File: src/rtl/timer_counter.sv
// Counting core of the 8-bit timer: TCR-selected PCLK prescaler driving an
// up/down TCNT with load, preset-while-stopped and one-cycle OVF/UDF pulses.
module timer_counter #(
  parameter int unsigned DATA_WIDTH = 8
) (
  input  logic                  PCLK,
  input  logic                  PRESET,
  input  logic [DATA_WIDTH-1:0] TCR_reg,
  input  logic [DATA_WIDTH-1:0] TDR_reg,
  input  logic                  TDR_WR_pulse,
  output logic [DATA_WIDTH-1:0] TCNT_Out,
  output logic                  Set_OVF_pulse,
  output logic                  Set_UDF_pulse
);

  localparam int unsigned PSC_W = 4;
  localparam int unsigned CKS_W = 2;

  logic             w_load;
  logic             w_down;
  logic             w_en;
  logic [CKS_W-1:0] w_cks;
  logic             w_unused_tcr;

  assign w_load       = TCR_reg[7];
  assign w_down       = TCR_reg[5];
  assign w_en         = TCR_reg[4];
  assign w_cks        = TCR_reg[1:0];
  assign w_unused_tcr = &{TCR_reg[6], TCR_reg[3:2]};

  logic [PSC_W-1:0]      r_psc;
  logic [CKS_W-1:0]      r_cks;
  logic [DATA_WIDTH-1:0] r_tcnt;
  logic                  r_ovf;
  logic                  r_udf;

  logic [PSC_W-1:0] w_psc_max;
  logic             w_psc_clr;
  logic             w_tick;
  logic             w_preset_stopped;
  logic             w_cnt_max;
  logic             w_cnt_zero;

  // Terminal prescaler value N-1 for divide ratios 2/4/8/16
  always_comb begin
    w_psc_max = PSC_W'(1);
    case (w_cks)
      2'b00:   w_psc_max = PSC_W'(1);
      2'b01:   w_psc_max = PSC_W'(3);
      2'b10:   w_psc_max = PSC_W'(7);
      default: w_psc_max = PSC_W'(15);
    endcase
  end

  // A Cks change restarts the divide so the new ratio is measured from the change
  assign w_psc_clr        = !w_en || w_load || (w_cks != r_cks);
  assign w_tick           = !w_psc_clr && (r_psc == w_psc_max);
  assign w_preset_stopped = TDR_WR_pulse && !w_en && !w_load;
  assign w_cnt_max        = &r_tcnt;
  assign w_cnt_zero       = ~|r_tcnt;

  always_ff @(posedge PCLK) begin
    if (PRESET) begin
      r_psc <= '0;
      r_cks <= '0;
    end else begin
      r_cks <= w_cks;
      if (w_psc_clr || w_tick) r_psc <= '0;
      else                     r_psc <= r_psc + PSC_W'(1);
    end
  end

  // Count register and wrap pulses; pulses default low every edge
  always_ff @(posedge PCLK) begin
    if (PRESET) begin
      r_tcnt <= '0;
      r_ovf  <= 1'b0;
      r_udf  <= 1'b0;
    end else begin
      r_ovf <= 1'b0;
      r_udf <= 1'b0;
      if (w_load) begin
        r_tcnt <= TDR_reg;
      end else if (w_preset_stopped) begin
        r_tcnt <= TDR_reg;
      end else if (w_tick) begin
        if (w_down) begin
          r_tcnt <= r_tcnt - DATA_WIDTH'(1);
          r_udf  <= w_cnt_zero;
        end else begin
          r_tcnt <= r_tcnt + DATA_WIDTH'(1);
          r_ovf  <= w_cnt_max;
        end
      end
    end
  end

  assign TCNT_Out      = r_tcnt;
  assign Set_OVF_pulse = r_ovf;
  assign Set_UDF_pulse = r_udf;

endmodule

File: config.mk
export PLATFORM = sky130hd
export DESIGN_NAME = timer_counter
export DESIGN_NICKNAME = d
export VERILOG_FILES = /design/src/rtl/timer_counter.sv
export SDC_FILE = /design/constraint.sdc
export NUM_CORES = 1
export LEC_CHECK = 0
export CAP_MARGIN = 20
export CORE_MARGIN = 5
export CORE_UTILIZATION = 45
export CTS_BUF_LIST = sky130_fd_sc_hd__clkbuf_2 sky130_fd_sc_hd__clkbuf_4 sky130_fd_sc_hd__clkbuf_8
export DETAILED_ROUTE_END_ITERATION = 7
export HOLD_SLACK_MARGIN = 0.1
export PLACE_DENSITY_LB_ADDON = 0.2
export SYNTH_ARGS = -nofsm -noshare
export SYNTH_HDL_FRONTEND = slang
export SYNTH_SLANG_ARGS = --single-unit
File: constraint.sdc
create_clock -name PCLK -period 2.1 [get_ports PCLK]
set_input_delay 0.315 -clock PCLK [delete_from_list [all_inputs] [get_ports PCLK]]
set_output_delay 0.315 -clock PCLK [all_outputs]
set_load 0.02 [all_outputs]
==> tab_implementation.tex <==
\begin{tabular}{lr}
\hline
Metric & Value \\
\hline
\multicolumn{2}{l}{\textbf{Floorplanning}} \\
Die X-Extent & between 50 and 60 µm \\
DIE HEIGHT & around 58 µm \\
Core area & 2210 µm² \\
Effective utilization at floorplan & 47.6\% \\
Placement Rows & 17 \\
Area of the die & 3410 µm² \\
Number of top-level pins & 29 \\
\multicolumn{2}{l}{\textbf{Detailed routing}} \\
Post-route antenna net violation count & 0 \\
Highest routing layer actually used & met4 \\
Drt wl/cell & between 10 and 15 µm \\
Detailed-route wire length & around 2800 µm \\
Initial drt markers & 22 \\
Detailed route wirelength on metal3 & 157 µm \\
Via density per instance & between 5 and 6 \\
Met2 routed WL & 1340 µm \\
Sum of routed wire segments on met1 & about 1300 µm \\
Total vias in the final route & approximately 1.1k \\
DRC violations left & 0 \\
First-pass iteration count of the detailed router & 4 \\
\multicolumn{2}{l}{\textbf{Pwr}} \\
Peak supply drop & roughly 0.4 mV \\
Power per unit of standard cell area & $\sim$540 nW/µm² \\
P\_leak & 0.000634 µW \\
\multicolumn{2}{l}{\textbf{Run status}} \\
Outcome & finished, final reports clean \\
\multicolumn{2}{l}{\textbf{Placed design}} \\
Area post-placement & between 1000 and 1500 µm² \\
Buffers added on ports & 25 \\
Weighted congestion at the end of routability-driven global placement & between 0.8 and 0.9 \\
Place WS & -382 ps \\
Number of placed instances, taps included & between 150 and 200 \\
Detailed-placement wirelength estimate & between 2000 and 2500 µm \\
\multicolumn{2}{l}{\textbf{Critical path}} \\
Max Fanout on Critical Path & 3 \\
Critical path data required time & 2290 ps \\
Type of the setup path with the least slack & in2reg \\
Type of origin of the critical path & input pin \\
Data arrival time of the critical path & 2250 ps \\
Critical Path Sink Type & flip-flop \\
Flop2flop setup slack & between 100 and 150 ps \\
\multicolumn{2}{l}{\textbf{Run}} \\
Max capacitance violation total & 0 \\
\multicolumn{2}{l}{\textbf{Clocking}} \\
Clk Latency, worst-skew pair & a little under 300 ps \\
Clock transition time at the flip-flop clock pins of the worst setup and hold paths & about 100 ps \\
Number of buffers between clock root and the deepest sink & 2 \\
Count of hold-fix buffers inserted at cts & 0 \\
H-tree depth & 1 \\
Number of buffers created by CTS & 3 \\
Clock tree from TritonCTS & yes \\
Cell at the root of the clock tree & sky130\_fd\_sc\_hd\_\_clkbuf\_4 \\
TritonCTS Sinks & 16 \\
Post-CTS setup-driven buffer insertion count & 0 \\
\multicolumn{2}{l}{\textbf{Synth}} \\
Proportion of synthesized flip-flops having asynchronous set or reset & 0\% \\
Flops \& latches, synth & 16 \\
Sequential element share of the synthesized area & slightly above 30\% \\
Post-synthesis area per instance & 8.63 µm² \\
Netlist cell types & 36 \\
Dominant cells by area after synthesis & sky130\_fd\_sc\_hd\_\_dfxtp\_1 30\%, sky130\_fd\_sc\_hd\_\_ha\_1 8.3\%, sky130\_fd\_sc\_hd\_\_xnor2\_1 5.8\% \\
Area share of the leading cell type in the synthesized netlist & about 30\% \\
Flip-flop cell with the highest count after synthesis & sky130\_fd\_sc\_hd\_\_dfxtp\_1 \\
Post-Syn Instances & approximately 120 \\
Dominant cell type by area after synthesis & sky130\_fd\_sc\_hd\_\_dfxtp\_1 \\
Number of synthesis warnings & 0 \\
Number of nets in the synthesized netlist & roughly 150 \\
Commonest cells in the synthesized netlist & 16 x sky130\_fd\_sc\_hd\_\_dfxtp\_1, 11 x sky130\_fd\_sc\_hd\_\_nor2\_1, 8 x sky130\_fd\_sc\_hd\_\_nand2\_1, 8 x sky130\_fd\_sc\_hd\_\_nor3\_1 \\
Number of enable-type register cells in the synthesized netlist & 0 \\
Post-synthesis instance area & between 1000 and 1500 µm² \\
Dominant cell by count in the synthesized netlist & sky130\_fd\_sc\_hd\_\_dfxtp\_1 \\
\multicolumn{2}{l}{\textbf{STA}} \\
Final setup viols & 0 \\
Post-route setup TNS & 0 ps \\
Hold Violations, Final & 0 \\
Transition time at the pin with the least slew margin & between 300 and 400 ps \\
Post-route minimum period & around 2100 ps \\
Worst rel slew slack & about 78\% \\
Fin. max-slew vios & 0 \\
Post-route fraction of the period consumed by the critical path & between 90\% and 100\% \\
Achievable Freq & just under 500 MHz \\
Max Clock Skew & around 6.0 ps \\
Worst setup slack after layout & 30.3 ps \\
Post-Route Hold Slack & 527 ps \\
\multicolumn{2}{l}{\textbf{Global route}} \\
Global-route wire length before repair & 4730 µm \\
Initial antenna violation count & 0 \\
Vias in the first global route & around 1.1k \\
Total track usage & approximately 18\% \\
Largest net degree at the start of global routing & 12 \\
Remaining global-route overflow & 0 \\
\multicolumn{2}{l}{\textbf{Final layout}} \\
Filler cell count in the final layout & between 150 and 200 \\
Synthesis-to-finish area growth & 48.2\% \\
Fraction of final layout cells with drive strength greater than 1 & 21.9\% \\
Area taken by flip-flops and latches & 320 µm² \\
Final std cells w/o fill & 197 \\
Diodes inserted & 0 \\
Combined area of the multi-input logic cells & between 700 and 800 µm² \\
Final layout net count & around 200 \\
Finished layout cell area & approximately 1600 µm² \\
\multicolumn{2}{l}{\textbf{Min path}} \\
Hold WC Path Type & reg2reg \\
\hline
\end{tabular}
## state kept, by name (all words and copies together) (netlist names)
signal,count
r_cks,2
Set_OVF_pulse,1
TCNT_Out,8
r_psc,4
Set_UDF_pulse,1
## final timing paths
kind,start,endpoint,depth (start not counted)
max,TCR_reg[5],TCNT_Out[6],9
min,TCNT_Out[3],Set_OVF_pulse,2
max reg2reg,TCNT_Out[0],TCNT_Out[6],8
min reg2reg,TCNT_Out[3],Set_OVF_pulse,2
## area by class of cell
cell class | instances | area share (%)
tap | 28 | 2.25
inverter | 5 | 1.20
timing repair buffer | 46 | 26.4
sequential | 16 | 20.5
multi-input combinational | 98 | 47.3
clock buffer | 4 | 2.33
## critical path: stages
cell and delay [ps]:
sky130_fd_sc_hd__clkdlybuf4s50_1 520, sky130_fd_sc_hd__inv_1 110, sky130_fd_sc_hd__fa_2 410, sky130_fd_sc_hd__nor2b_2 150, sky130_fd_sc_hd__o31a_1 160, sky130_fd_sc_hd__o21a_1 130, sky130_fd_sc_hd__nor2_2 40, sky130_fd_sc_hd__xnor2_1 110
sky130_fd_sc_hd__a311o_1 310
## per-layer routing
metal	GRT usage, %	vias to the layer above
li1	-	545
met1	22.5	483
met2	29.5	24
met3	5.48	6
met4	4.97	0
met5	0	-
## logic make-up (layout without fill, tap and decap cells)
family,after synthesis,count (layout),share of synthesized area (%)
xor gates and xnor gates,9,9,7.49
buffers and inverters,8,55,3.09
and+or+nand+nor,49,49,25.6
muxes,2,2,1.90
DFF,16,16,30.4
AOI/OAI and AO/OA,30,30,21.3
adders and majority gates,8,8,10.2
## where the power goes
part | total [µW] | switching, µW | internal [µW]
clock | 208 | 103 | 106
sequential | 342 | 22.5 | 319
combinational | 299 | 135 | 163
total | 849 | 260 | 588
## repair_timing
item,CTS,global route
endpoints found under the setup margin,4,4
gates resized for setup,4,5
pin swaps,0,2
## stage by stage
stage / utilization (%) / total power, µW
2_1_floorplan: - / 493
3_3_place_gp: 67.0 / 619
3_5_place_dp: 67.0 / 628
4_1_cts: 69.7 / 846
5_1_grt: 70.5 / 900
6_report: 70.5 / 849
## layout by cell type (no fill, tap or decap), types with 4 or more instances in the layout
| master | instances |
|---|---|
| sky130_fd_sc_hd__clkdlybuf4s50_1 | 25 |
| sky130_fd_sc_hd__buf_4 | 20 |
| sky130_fd_sc_hd__dfxtp_1 | 16 |
| sky130_fd_sc_hd__nor2_1 | 10 |
| sky130_fd_sc_hd__nor3_1 | 8 |
| sky130_fd_sc_hd__nand2_1 | 8 |
| sky130_fd_sc_hd__xnor2_1 | 7 |
| sky130_fd_sc_hd__a21oi_1 | 6 |
| sky130_fd_sc_hd__ha_1 | 6 |
| sky130_fd_sc_hd__inv_1 | 5 |
| sky130_fd_sc_hd__a211oi_1 | 5 |
| sky130_fd_sc_hd__nor2b_1 | 4 |
| sky130_fd_sc_hd__nand3_1 | 4 |
Note: power is estimated with default switching activity, not from simulation.
